$ cat config.mk
export PLATFORM = sky130hd
export DESIGN_NAME = fxp_booth_multiplier_param
export DESIGN_NICKNAME = d
export VERILOG_FILES = /design/src/rtl/fxp_booth_multiplier_param.sv
export SDC_FILE = /design/constraint.sdc
export NUM_CORES = 1
export LEC_CHECK = 0
export ABC_AREA = 1
export CORE_MARGIN = 4
export CORE_UTILIZATION = 62
export DETAILED_ROUTE_END_ITERATION = 8
export PLACE_DENSITY = 0.87
export SETUP_SLACK_MARGIN = 0.15
export SLEW_MARGIN = 20
export SYNTH_ARGS = -nofsm -noshare
export SYNTH_HDL_FRONTEND = slang
export SYNTH_SLANG_ARGS = --single-unit
$ cat constraint.sdc
create_clock -name clk -period 4.75 [get_ports clk]
set_input_delay 0.95 -clock clk [delete_from_list [all_inputs] [get_ports clk]]
set_output_delay 0.95 -clock clk [all_outputs]
set_load 0.01 [all_outputs]
$ cat src/rtl/fxp_booth_multiplier_param.sv
// Sequential radix-4 (modified Booth) signed Q-format multiplier, WIDTH/2 cycles per product.
// Optional build macro FXP_MUL_SATURATE_EN clamps the result on overflow instead of wrapping.
module fxp_booth_multiplier_param #(
  parameter int WIDTH = 16,
  parameter int FRAC  = 7
) (
  input  logic             clk,
  input  logic             rst,
  input  logic             start,
  input  logic [WIDTH-1:0] multiplicand,
  input  logic [WIDTH-1:0] multiplier,
  output logic [WIDTH-1:0] result,
  output logic             overflow_flag,
  output logic             busy,
  output logic             finish
);

  localparam int STEPS = WIDTH / 2;
  localparam int CW    = $clog2(STEPS + 1);
  localparam logic [2*WIDTH-1:0] RND = ({{(2*WIDTH-1){1'b0}}, 1'b1} << FRAC) >> 1;

  typedef enum logic [1:0] {IDLE, RUN, DONE} state_t;

  // Handshake: start is level-sampled; only a registered 0->1 transition is a request.
  // finish stays high (with result/overflow_flag valid) until the next accepted start.
  state_t           state;
  logic             start_q;
  logic [WIDTH-1:0] mcand;
  logic [WIDTH+1:0] acc_hi;
  logic [WIDTH-1:0] acc_lo;
  logic             acc_q1;
  logic [CW-1:0]    cnt;

  logic             accept;
  logic [2:0]       window;
  logic [WIDTH+1:0] m_ext;
  logic [WIDTH+1:0] m2;
  logic [WIDTH+1:0] pp;
  logic [WIDTH+1:0] sum;
  logic [2*WIDTH-1:0] prod;
  logic [2*WIDTH-1:0] rounded;
  logic [WIDTH-FRAC:0] hi_bits;
  logic             ovf_cond;
  logic             unused_bits;

  assign accept = start & ~start_q;
  assign window = {acc_lo[1:0], acc_q1};
  // Two guard bits keep -M and -2M exact even for the most negative multiplicand.
  assign m_ext  = {{2{mcand[WIDTH-1]}}, mcand};
  assign m2     = {mcand[WIDTH-1], mcand, 1'b0};

  always_comb begin
    pp = '0;
    case (window)
      3'b001, 3'b010: pp = m_ext;
      3'b011:         pp = m2;
      3'b100:         pp = -m2;
      3'b101, 3'b110: pp = -m_ext;
      default:        pp = '0;
    endcase
  end

  assign sum = acc_hi + pp;

  always_ff @(posedge clk or posedge rst) begin
    if (rst) begin
      state   <= IDLE;
      start_q <= 1'b0;
      mcand   <= '0;
      acc_hi  <= '0;
      acc_lo  <= '0;
      acc_q1  <= 1'b0;
      cnt     <= '0;
    end else begin
      start_q <= start;
      if (accept) begin
        state  <= RUN;
        mcand  <= multiplicand;
        acc_hi <= '0;
        acc_lo <= multiplier;
        acc_q1 <= 1'b0;
        cnt    <= '0;
      end else if (state == RUN) begin
        acc_hi <= {{2{sum[WIDTH+1]}}, sum[WIDTH+1:2]};
        acc_lo <= {sum[1:0], acc_lo[WIDTH-1:2]};
        acc_q1 <= acc_lo[1];
        cnt    <= cnt + 1'b1;
        if (cnt == CW'(STEPS - 1)) state <= DONE;
      end
    end
  end

  assign busy   = (state == RUN);
  assign finish = (state == DONE);

  // After WIDTH/2 shifts the full signed product sits in the low part of the accumulator.
  assign prod     = {acc_hi[WIDTH-1:0], acc_lo};
  assign rounded  = prod + RND;
  assign hi_bits  = rounded[2*WIDTH-1:WIDTH+FRAC-1];
  assign ovf_cond = ~((&hi_bits) | ~(|hi_bits));
  assign overflow_flag = finish & ovf_cond;

`ifdef FXP_MUL_SATURATE_EN
  always_comb begin
    result = rounded[WIDTH+FRAC-1:FRAC];
    if (ovf_cond)
      result = rounded[2*WIDTH-1] ? {1'b1, {(WIDTH-1){1'b0}}} : {1'b0, {(WIDTH-1){1'b1}}};
  end
`else
  assign result = rounded[WIDTH+FRAC-1:FRAC];
`endif

  assign unused_bits = ^{rounded, acc_hi, state};

endmodule

# After elaboration in Yosys (flattened, before gate mapping)
# Index checks and enable logic that the tools add are counted.
[word_totals]
wordCells = 46
reg_bits = 58
out_inout_bits = 19
input_bits = 35
[op_classes]
add_sub_neg = 5
muxes = 12
bitwise = 6
n_reduce_logical = 7
eq_ne = 9
[ops]
columns = ["operator", "n"]
rows = [
  ["$pmux 18 s4", 1],
  ["$mux 18", 2],
  ["$neg 18->18", 2],
  ["$add 32x7->32 const B", 1],
  ["$mux 16", 2],
  ["$add 18x18->18", 1],
  ["$reduce_and 10->1", 1],
  ["$reduce_or 10->1", 1],
  ["$eq 3x3->1 const B", 3],
  ["$mux 4", 2],
  ["$eq 3x2->1 const B", 2],
  ["$mux 2", 3],
  ["$add 4x1->4 const B", 1],
  ["$eq 4x3->1 const B", 1],
  ["$reduce_bool 2->1", 2],
  ["$reduce_or 2->1", 2],
  ["$eq 3x1->1 const B", 1],
  ["$not 1->1", 3],
  ["$and 1x1->1", 2],
  ["$eq 2x1->1 const B", 1],
  ["$eq 2x2->1 const B", 1],
  ["$mux 1", 2],
  ["$reduce_and 2->1", 1],
  ["$or 1x1->1", 1],
]

# Logic depth before layout (Yosys ltp)
[depth]
word_depth = 6
ltp_mapped = 21
depth_no_buf = 21

# Worst setup path before layout
# OpenSTA, ideal clock, no wires.
[synth_timing]
path_type = "register -> register"
start = "register mcand[1]"
end = "register acc_hi[16]"
setup_slack_ns = 2.162
stages_incl_launch_ff = 19
period_less_slack_ns = 2.588
arrival_ns = 2.470
setup_time_ns = 0.117
t_required_ns = 4.633
path_buffers = 0
cell_sequence = "dfrtp_1 > inv_1 > ha_1 > nand3_1 > nor2_1 > xor2_1 > nand2_1 > o21ai_0 > a21oi_1 > o21ai_0 > ha_1 > a21oi_1 > a21boi_0 > nand2_1 > nand2_1 > and3_1 > nand2_1 > nand3_1 > nand2_1"
[synth_between]
elab_chain_cells = 5
elab_cells_between_ends = 6
cone_classes = "add/sub: 3; mux: 3"
[synth_lines]
columns = ["element", "line", "text"]
rows = [
  ["start: declaration", "28", "logic [WIDTH-1:0] mcand;"],
  ["start signal: assignment", "78", "mcand <= multiplicand;"],
  ["$neg 18->18, on equally long branches", "58, 57", ""],
  ["$pmux 18 s4 *", "54", "case (window)"],
  ["$add 18x18->18 *", "63", "assign sum = acc_hi + pp;"],
  ["$mux 18 *", "83", "end else if (state == RUN) begin"],
  ["$mux 18 *", "76", "if (accept) begin"],
  ["end signal: assignment", "84", "acc_hi <= {{2{sum[WIDTH+1]}}, sum[WIDTH+1:2]};"],
  ["end: declaration", "29", "logic [WIDTH+1:0] acc_hi;"],
]
# Mark *: on every way between the ends. The rest lies on a longest branch, timed or not. The select of a mux whose other input is x is not followed.
# A chain may end at the register's enable or synchronous reset.

# Worst setup path after layout
[layout_timing]
start = "register acc_lo[6]"
end = "output port overflow_flag"
[layout_between]
elab_chain_cells = 6
elab_cells_between_ends = 7
cone_classes = "add/sub: 1; bitwise: 4; reduce/logical: 2"
[layout_lines]
columns = ["element", "line", "text"]
rows = [
  ["start: declaration", "30", "logic [WIDTH-1:0] acc_lo;"],
  ["start signal: assignment", "80", "acc_lo <= multiplier;"],
  ["start signal: assignment", "85", "acc_lo <= {sum[1:0], acc_lo[WIDTH-1:2]};"],
  ["$add 32x7->32 *", "98", "assign rounded = prod + RND;"],
  ["$reduce_or 10->1", "100", "assign ovf_cond = ~((&hi_bits) | ~(|hi_bits));"],
  ["$not 1->1", "100", ""],
  ["$or 1x1->1 *", "100", ""],
  ["$not 1->1 *", "100", ""],
  ["$and 1x1->1 *", "101", "assign overflow_flag = finish & ovf_cond;"],
  ["end: declaration", "13", "output logic overflow_flag,"],
]
# Mark *: on every way between the ends. The rest lies on a longest branch, timed or not.

==> results.py <==
metrics = {
    "status": {
        "status": "complete, no violations",
    },
    "worst_setup_path": {
        "criticalPathCategory": "reg2out",
        "end_kind": "primary output",
        "start_kind": "flip-flop",
        "crit_fanout": 5,
        "crit_required_ns": 3.80,
        "cp_data_arrival_time_ns": 2.64,
    },
    "synth": {
        "synth_edf_count": 0,
        "syn_area_per_cell_um2": 6.62,
        "ys.flop_type": "dfrtp_1",
        "yosysWarnings": 0,
        "yosys-top-cells-area": "dfrtp_1 (30%), nand2_1 (16%), inv_1 (7.4%)",
        "ys_seq_area_share_pct": 30.2,
        "synth.cell_area_um2": 4640,
        "async_flop_share_pct": 100,
        "syn_inst": 701,
        "synth_top_area_share_pct": 30.2,
        "synth_nets": 757,
        "yosys.area.top_type": "dfrtp_1",
        "ys_seq_elements": 56,
        "synth_cell_types": 46,
    },
    "finish": {
        "layout_commonest_cell": "nand2_1",
        "fin_nets": 810,
        "drive_gt1_share_pct": 5.03,
        "layout_common_cells": "nand2_1 (199), inv_1 (90), nor2_1 (79), dfrtp_1 (56), clkdlybuf4s50_1 (53)",
        "final_cells": 854,
        "num_antenna_cells": 0,
        "syn_to_final_growth_pct": 16.2,
    },
    "pwr": {
        "power.leakage_nw": 2.53,
        "irDropWorstVdd_uv": 223,
        "power_density_nw_per_um2": 451,
    },
    "sta": {
        "fin_crit_sh_pct": 75.6,
        "fmax_ghz": 0.279,
        "period_needed_ns": 3.59,
        "rsz0062_at_grt": "no",
        "finalSetupTns_ns": 0,
        "setup_ws_ns": 1.16,
        "hold_viol_final": 0,
        "final-setup-viol-count": 0,
        "slew_violations": 0,
        "worst_slew_pin_slew_ns": 0.685,
        "max-slew-margin-rel_pct": 54.3,
        "fin_skew_ns": 0.00794,
    },
    "placed_design": {
        "dp_cells": 846,
        "gp_congestion": 0.978,
        "port_buffers": 53,
        "dp_hpwl_um": 10100,
        "dp_slack_ns": 1.59,
    },
    "cts": {
        "post_cts_buffers": 0,
        "cts_resized": 0,
        "ctsRootBufferMaster": "clkbuf_8",
        "cts_made_buffers": 5,
        "cts_tree": "built",
        "ctsLongestPathBuffers": 2,
        "cts.reportedPaths.clkPinSlew_ns": 0.10,
        "worstSkewPairLatency_ns": 0.32,
        "clock_sinks": 56,
        "ctsHoldBuffers": 0,
        "htreeDepth": 2,
    },
    "global_routing": {
        "grt_pass1_vias": 4683,
        "grt_max_degree": 57,
        "grt_usage_pct": 30.2,
        "antenna_found_initial": 0,
        "grt_pass1_wl_um": 21400,
        "grt-ovfl-total": 0,
    },
    "die": {
        "num_io_pins": 54,
        "rows": 31,
        "core_um2": 7250,
        "fp.dieH_um": 94.5,
        "start_util_pct": 64.0,
        "die_w_um": 94.5,
        "die-area_um2": 8930,
    },
    "routing": {
        "wl_um": 12800,
        "drc_errors": 0,
        "post_drt_wl_per_cell_um": 14.9,
        "drtPass1Iterations": 5,
        "num_vias": 4884,
        "ant_nets": 0,
        "first_iter_violations": 453,
        "via_per_inst": 5.72,
    },
    "job": {
        "max-cap-violations": 0,
    },
    "min_path": {
        "hold_path_class": "reg2reg",
    },
}
==> per-stage QoR <==
stage | hold WS [ns] | area [um2] | power, mW | utilization [%]
finish | 0.488 | 5390 | 2.43 | 74.3
global route | 0.496 | 5390 | 2.64 | 74.3
CTS | 0.481 | 5390 | 2.41 | 74.3
detailed placement | 0.466 | 5280 | 2.09 | 72.8
global placement | 0.449 | 5280 | 2.04 | 72.8
floorplan | 0.434 | 4640 | 1.64 | -
==> final timing paths <==
| path | cells after the start | start | endpoint | slack [ns] |
|---|---|---|---|---|
| max | 14 | acc_lo[6] | overflow_flag | 1.16 |
| min | 1 | cnt[3] | cnt[3] | 0.49 |
| max reg2reg | 15 | acc_lo[0] | acc_hi[12] | 1.56 |
| min reg2reg | 1 | cnt[3] | cnt[3] | 0.49 |
| max in group asynchronous | 3 | rst | acc_hi[8] | 3.14 |
| min in group asynchronous | 3 | rst | acc_lo[5] | 1.15 |
==> sequential cells by signal, summed over array words and instances (netlist names) <==
signal   count
acc_q1       1
state        2
acc_lo      16
start_q      1
acc_hi      16
mcand       16
cnt          4
==> power breakdown <==
group | internal, mW | total, mW | switching (mW) | leakage [nW]
Sequential | 0.596 | 0.766 | 0.170 | 0.709
Clock | 0.160 | 0.322 | 0.162 | 0.0558
Combinational | 0.512 | 1.34 | 0.832 | 1.77
==> layout make-up <==
| type | count | area (um2) |
|---|---|---|
| inverter | 97 | 364 |
| clock buffer | 6 | 72.6 |
| sequential | 56 | 1400 |
| fill | 620 | 1860 |
| tap | 99 | 124 |
| multi-input combinational | 536 | 2820 |
| timing repair buffer | 58 | 568 |
| clock inverter | 2 | 38.8 |
==> routing by layer <==
metal | GRT usage [%] | part of all wire, % | vias to the layer above
li1 | - | - | 2406
met1 | 37.4 | 41 | 2218
met2 | 53.0 | 49 | 212
met3 | 3.67 | 6.1 | 48
met4 | 13.1 | 4.1 | 0
met5 | 0 | 0 | -
==> worst max-delay path, cell delays in order, from the launching register on <==
cell	delay, ns
dfrtp_1	0.49
ha_1	0.24
nand2_2	0.08
inv_1	0.13
nand2_4	0.11
nor2_8	0.15
nand2_2	0.05
nand2_1	0.06
nand2_1	0.06
nand2_1	0.07
nor2_1	0.05
nand3_1	0.11
nand2_1	0.07
nor2_1	0.10
clkdlybuf4s50_1	0.54
==> cells by family (layout without fill, tap and decap cells) <==
family	after synthesis	after routing	share of synthesized area, %
AND/OR/NAND/NOR	364	364	33.8
AO/OA/AOI/OAI	125	125	16.1
buffers and inverters	109	163	9.01
flip-flops	56	56	30.2
XOR/XNOR	26	26	5.07
adder cells (fa/ha/maj)	21	21	5.82
==> synthesized netlist by cell type, types with 2 or more instances <==
library cell,instances
xor2_1,24
nor2_2,2
dfrtp_1,56
o21ai_0,52
o22ai_1,10
clkbuf_1,3
a21oi_1,30
o211ai_1,2
buf_2,7
o21ai_1,2
inv_2,5
o2111ai_1,5
nand4_1,10
nand2_1,199
nor4_1,2
nor2_1,80
ha_1,20
nand3b_1,2
nand2_2,5
buf_1,2
nand3_1,47
nor2_4,5
o221ai_1,14
inv_1,91
nor3_1,5
No activity file was read; power rests on OpenSTA's default activity.
